==> config.mk <==
export PLATFORM = sky130hd
export DESIGN_NAME = cache_arbiter
export DESIGN_NICKNAME = d
export VERILOG_FILES = /design/src/rtl/cache_arbiter.sv
export SDC_FILE = /design/constraint.sdc
export NUM_CORES = 1
export LEC_CHECK = 0
export CAP_MARGIN = 20
export CORE_MARGIN = 2
export CORE_UTILIZATION = 32
export CTS_CLUSTER_DIAMETER = 30
export CTS_CLUSTER_SIZE = 24
export DETAILED_ROUTE_END_ITERATION = 10
export HOLD_SLACK_MARGIN = 0.12
export PLACE_DENSITY = 0.85
export SYNTH_ARGS = -nofsm -noshare
export SYNTH_HDL_FRONTEND = slang
export SYNTH_SLANG_ARGS = --single-unit
==> constraint.sdc <==
create_clock -name clk -period 1.75 [get_ports clk]
set_input_delay 0.175 -clock clk [delete_from_list [all_inputs] [get_ports clk]]
set_output_delay 0.175 -clock clk [all_outputs]
set_load 0.01 [all_outputs]
==> src/rtl/cache_arbiter.sv <==
// Registered two-master arbiter that merges the CPU instruction and data buses onto the single
// cache port. Data has priority, bounded by a starvation counter; one request in flight at a time.
module cache_arbiter #(
    parameter int ADDR_W     = 32,
    parameter int DATA_W     = 32,
    parameter int STARVE_MAX = 4
) (
    input  logic                clk,
    input  logic                rstn,

    input  logic                i_valid,
    output logic                i_ready,
    input  logic [ADDR_W-1:0]   i_addr,
    output logic [DATA_W-1:0]   i_rdata,

    input  logic                d_valid,
    output logic                d_ready,
    input  logic [ADDR_W-1:0]   d_addr,
    input  logic [DATA_W/8-1:0] d_wmask,
    input  logic [DATA_W-1:0]   d_wdata,
    output logic [DATA_W-1:0]   d_rdata,

    output logic                m_valid,
    input  logic                m_ready,
    output logic [ADDR_W-1:0]   m_addr,
    output logic [DATA_W/8-1:0] m_wmask,
    output logic [DATA_W-1:0]   m_wdata,
    input  logic [DATA_W-1:0]   m_rdata,

    output logic [1:0]          grant
);

    localparam int CNT_W = (STARVE_MAX < 1) ? 1 : $clog2(STARVE_MAX + 1);
    localparam logic [CNT_W-1:0] CNT_MAX = CNT_W'(STARVE_MAX);

    typedef enum logic [1:0] {
        IDLE   = 2'd0,
        BUSY_I = 2'd1,
        BUSY_D = 2'd2
    } state_t;

    state_t           state;
    state_t           next_state;
    logic [CNT_W-1:0] starve_cnt;
    logic [CNT_W-1:0] starve_nxt;
    logic             grant_i;
    logic             grant_d;
    logic             done;

    // NOTE: every signal written here gets a default first, so no path can leave one unassigned
    // and infer a latch.
    always_comb begin
        next_state = state;
        grant_i    = 1'b0;
        grant_d    = 1'b0;
        done       = 1'b0;
        case (state)
            IDLE: begin
                if (d_valid && (!i_valid || (starve_cnt < CNT_MAX))) begin
                    next_state = BUSY_D;
                    grant_d    = 1'b1;
                end else if (i_valid) begin
                    next_state = BUSY_I;
                    grant_i    = 1'b1;
                end
            end
            BUSY_I, BUSY_D: begin
                if (m_ready) begin
                    next_state = IDLE;
                    done       = 1'b1;
                end
            end
            default: next_state = IDLE;
        endcase
    end

    // The count only moves on a grant edge; it saturates so a long d burst cannot wrap it.
    always_comb begin
        starve_nxt = starve_cnt;
        if (grant_d) begin
            if (!i_valid)
                starve_nxt = '0;
            else if (starve_cnt != CNT_MAX)
                starve_nxt = starve_cnt + 1'b1;
        end else if (grant_i) begin
            starve_nxt = '0;
        end
    end

    // NOTE: state registers use non-blocking assignments so every flop samples pre-edge values.
    always_ff @(posedge clk or negedge rstn) begin
        if (!rstn) begin
            state      <= IDLE;
            starve_cnt <= '0;
        end else begin
            state      <= next_state;
            starve_cnt <= starve_nxt;
        end
    end

    // The request is captured once at grant time and held until completion, so the owner's
    // inputs are free to change while the cache works.
    always_ff @(posedge clk or negedge rstn) begin
        if (!rstn) begin
            m_valid <= 1'b0;
            m_addr  <= '0;
            m_wmask <= '0;
            m_wdata <= '0;
        end else if (grant_d) begin
            m_valid <= 1'b1;
            m_addr  <= d_addr;
            m_wmask <= d_wmask;
            m_wdata <= d_wdata;
        end else if (grant_i) begin
            m_valid <= 1'b1;
            m_addr  <= i_addr;
            m_wmask <= '0;
            m_wdata <= '0;
        end else if (done) begin
            m_valid <= 1'b0;
        end
    end

    assign grant = {state == BUSY_D, state == BUSY_I};

    // Ready is gated by the owner's valid, so an owner that abandons its request gets no pulse.
    assign i_ready = (state == BUSY_I) && m_ready && i_valid;
    assign d_ready = (state == BUSY_D) && m_ready && d_valid;
    assign i_rdata = ((state == BUSY_I) && m_ready) ? m_rdata : '0;
    assign d_rdata = ((state == BUSY_D) && m_ready) ? m_rdata : '0;

endmodule

# [Word level (Yosys, flattened, before mapping)]
# Cells that the tools add are included.
[classes] addsub=1 n_lt_le_gt_ge=1 eq_ne=6 muxes=26 n_reduce_logical=13
[ops] operator="$mux 32" n=6
[ops] operator="$mux 3" n=4
[ops] operator="$mux 1" n=10
[ops] operator="$mux 4" n=2
[ops] operator="$mux 2" n=3
[ops] operator="$ne 3x3->1 const B" n=2
[ops] operator="$logic_and 1x1->1" n=5
[ops] operator="$pmux 2 s2" n=1
[ops] operator="$reduce_and 2->1" n=2
[ops] operator="$add 3x1->3 const B" n=1
[ops] operator="$lt 3x3->1 const B" n=1
[ops] operator="$ne 3x2->1 const B" n=1
[ops] operator="$reduce_bool 3->1" n=1
[ops] operator="$eq 2x1->1 const B" n=1
[ops] operator="$eq 2x2->1 const B" n=1
[ops] operator="$logic_not 2->1" n=1
[ops] operator="$ne 2x2->1 const B" n=1
[ops] operator="$reduce_bool 2->1" n=1
[ops] operator="$reduce_or 2->1" n=1
[ops] operator="$logic_not 1->1" n=1
[ops] operator="$logic_or 1x1->1" n=1
[word_totals] regBits=74 out_inout_bits=137 wordCells=53

# [Logic depth before layout (Yosys ltp)]
[depth] ltp_word=7 ltp_mapped=7 ltp_nobuf=5

# [Worst setup path after synthesis]
# No wires, ideal clock.
[synth_timing] path_type="register to register" from="register state[0]" to="register m_wdata[10]" arrival_time_ns=1.336 required_ns=1.629 slack_ns=0.294 stages_incl_launch_ff=7 n_path_buf=2 path_cell_list="dfrtp_1 -> inv_1 -> ha_1 -> o21ai_1 -> buf_2 -> buf_4 -> a22o_1"
[synth_between] elab_chain_len=3 elab_cells_between_ends=5
[synth_rtl] element="start: declaration" line="42" source="state_t state;"
[synth_rtl] element="start signal: assignment" line="96" source="state <= next_state;"
[synth_rtl] element="$logic_not 2->1 (*)" line="57" source="case (state)"
[synth_rtl] element="$mux 1" line="57"
[synth_rtl] element="$mux 32 / $reduce_bool 2->1 (equally long branches)"
[synth_rtl] element="end signal: assignment" line="113" source="m_wdata <= d_wdata;"
[synth_rtl] element="end: declaration" line="27" source="output logic [DATA_W-1:0] m_wdata,"
# Every way passes the cells marked *; elsewhere a longest branch is shown, timed or not.
# A chain may end at the register's enable or synchronous reset.

# [Final worst setup path]
[layout_timing] from="register state[0]" to="output d_rdata[18]"
[layout_between] elab_chain_len=3
[layout_rtl] element="$eq 2x2->1" line="130" source="assign d_rdata = ((state == BUSY_D) && m_ready) ? m_rdata : '0;"
[layout_rtl] element="$logic_and 1x1->1" line="130"
[layout_rtl] element="$mux 32" line="130"
[layout_rtl] element="end: declaration" line="21" source="output logic [DATA_W-1:0] d_rdata,"
# No other way between the ends.

==> results.py <==
metrics = {
    "status": {
        "run_status": "finished, final reports clean",
    },
    "pwr": {
        "p_int_mw": 6.808,
        "switching_share_pct": 36.64,
        "pwr_density_cell_nw_per_um2": 1507,
        "p_seq_share_pct": 27.9,
        "p_leak_nw": 3.169,
        "p_comb_share_pct": 58.6,
        "worst_ir_drop_vdd_v": 0.0008363,
        "clock_power_share_pct": 13.5,
        "switchingPower_mw": 3.937,
    },
    "sta": {
        "finalSetupViolCount": 0,
        "rsz0062_at_grt": "yes",
        "fmax_ghz": 0.5761,
        "worst_pin_slew_ns": 0.5146,
        "period_needed_ns": 1.736,
        "hold_viol_final": 0,
        "hold_ws_ns": 0.3018,
        "tns_ns": 0,
        "final-max-slew-violation-count": 0,
        "period_share_pct": 99.19,
        "slew_headroom_pct": 65.54,
        "fin_skew_ns": 0.01321,
    },
    "clock_network": {
        "root_buffer": "clkbuf_8",
        "clkLatencyLatePin_ns": 0.34,
        "htreeDepth": 3,
        "cts_tree": "done",
        "cts_buffers": 9,
        "path_clk_slew_ns": 0.08,
        "clock_path_buffers": 2,
        "clock_sinks": 74,
    },
    "floorplan": {
        "dieArea_um2": 11960,
        "die_h_um": 109.4,
        "rows": 38,
        "core_region_area_um2": 10840,
        "ios": 274,
        "die_w_um": 109.4,
        "start_util_pct": 32.77,
    },
    "detailed_routing": {
        "highest_layer": "met4",
        "firstDrtPassIters": 4,
        "vias": 4002,
        "wl_met2_um": 7560,
        "antenna_left": 0,
        "drt_iter0_drc": 259,
        "viasPerCell": 5.280,
        "wl_met3_um": 1248,
        "wl_per_cell_um": 19.71,
        "drc": 0,
        "drt-met1-wl_um": 6006,
        "wirelength_um": 14940,
    },
    "global_routing": {
        "grt_pass1_wl_um": 20470,
        "grt_max_degree": 69,
        "antenna_found_initial": 0,
        "grt_pass1_vias": 3931,
        "track_usage_pct": 22.02,
        "gr-total-overflow": 0,
    },
    "final_layout": {
        "final_common_cell": "clkdlybuf4s50_1",
        "stdcell_count": 758,
        "fin_area_um2": 7129,
        "n_fill_cell": 815,
        "postLayoutCoreUtil_pct": 65.77,
        "multi_input_area_um2": 1874,
        "num_antenna_cells": 0,
        "layout_common_cells": "clkdlybuf4s50_1 (204), dfrtp_1 (74), and3_1 (40), buf_2 (40), a22o_1 (36)",
        "final_nets": 756,
        "area_growth_pct": 100.7,
        "ff_latch_area_um2": 1852,
        "drive_above_1_share_pct": 27.67,
    },
    "logic_synthesis": {
        "netlist_instances": 341,
        "syn_area_um2": 3552,
        "synth_area_leader_cell": "dfrtp_1",
        "synth.area.top_cells": "dfrtp_1 (52%), and3_1 (12%), a22o_1 (8.9%), o32ai_1 (8.1%), nor3_1 (4.5%)",
        "syn_avg_cell_area_um2": 10.42,
        "ys_seq_elements": 74,
        "synth_cell_types": 25,
        "synthesis.nets": 483,
        "yosysTopAreaCellShare_pct": 52.13,
        "seq_area_frac_synth_pct": 52.13,
        "yosysWarnings": 0,
    },
    "placement": {
        "place_area_um2": 6461,
        "numPortBuffers": 273,
        "hpwl_um": 9619,
        "place_congestion": 0.7280,
        "dpl.cell_count": 728,
    },
    "worst_setup_path": {
        "r2r_end": "m_addr[24]",
        "rr_startpoint": "state[0]",
        "critPathArrivalTime_ns": 1.56,
        "path_max_fanout": 8,
        "r2r_cells": 8,
        "reg2reg_slack_ns": 0.03,
        "crit_type": "reg2out",
        "setup.worst_path.end": "d_rdata[18]",
        "cp_data_required_time_ns": 1.57,
        "crit_start": "state[0]",
        "end_kind": "output port",
        "worst_setup_path_start_kind": "register",
    },
    "run": {
        "drv_cap": 0,
    },
    "worst_hold_path": {
        "min_path_type": "in2async",
    },
}
## worst min path at each step
stage	slack (ns)	to	startpoint
final	0.30	m_addr[8]	rstn
after global placement	0.12	m_addr[6]	rstn
after floorplan	-0.12	m_addr[0]	rstn
after global routing	0.31	starve_cnt[0]	rstn
after CTS	0.30	state[1]	rstn
after detailed placement	0.12	m_addr[6]	rstn
## flip-flops by register name, summed over array words and instances (netlist names)
signal and cells:
m_addr 32, starve_cnt 3, m_wdata 32, state 2, m_wmask 4, m_valid 1
## metal layers
metal	up-vias	GRT usage, %
met5	-	0
met4	0	5.425
met3	11	5.987
met2	195	36.51
met1	1962	28.60
li1	1834	-
## cells in the mapped netlist
cell type and count:
buf_6 4, nor2_4 1, buf_4 1, o32ai_1 33, o21a_1 1, and2_4 1
nand2_1 5, buf_2 12, dfrtp_1 74, nor2b_1 2, clkbuf_1 21, a32o_1 2
nor3b_1 1, and3_1 66, mux2i_1 1, inv_1 5, a211oi_1 1, a21oi_1 1
ha_1 5, nor2_1 33, buf_1 1, o21ai_1 1, a22o_1 36, nor3_1 32
a31o_2 1
## worst max-delay path, stage by stage (launching register included)
cell and delay (ns):
dfrtp_1 0.44, inv_2 0.10, ha_4 0.21, clkbuf_16 0.17
and3_1 0.16, buf_2 0.13
## cell type report
| cell class | instances | share of cell area (%) |
|---|---|---|
| timing repair buffer | 299 | 42.00 |
| multi-input combinational | 225 | 26.29 |
| sequential | 74 | 25.97 |
| tap | 140 | 2.457 |
| clock buffer | 9 | 1.737 |
| clock inverter | 6 | 1.281 |
| inverter | 5 | 0.2633 |
## per-stage QoR
stage	setup WS, ns	total power, mW
6_report	0.01412	10.74
3_5_place_dp	-0.2240	8.222
5_1_grt	-0.05668	11.36
2_1_floorplan	0.2935	5.288
3_3_place_gp	-0.2248	8.012
4_1_cts	-0.06182	9.937
## cell families (layout without fill, tap and decap cells)
family                     Yosys count  count (layout)  share of synthesized area (%)
AOI/OAI and AO/OA                   76              76                          18.53
adders and majority gates            5               5                          1.761
buffers and inverters               44             319                          6.023
DFF                                 74              74                          52.13
muxes                                1               1                         0.2818
and+or+nand+nor                    141             143                          21.28
## repair_timing
action	CTS	global route
gates resized for setup	284	82
endpoints found under the setup margin	107	109
setup buffers	5	1
pin swaps	2	3
hold buffers	1	0
endpoints found under the hold margin	27	0
cloned	4	5
## power groups by stage
stage               registers (mW)  clock network, mW  logic, mW
floorplan                     3.23                  0       2.06
global placement              2.94                  0       5.07
detailed placement            2.93                  0       5.29
CTS                           2.94               1.50       5.50
global route                  3.09               1.57       6.69
finish                        3.00               1.45       6.29
No activity file was read; power rests on OpenSTA's default activity.
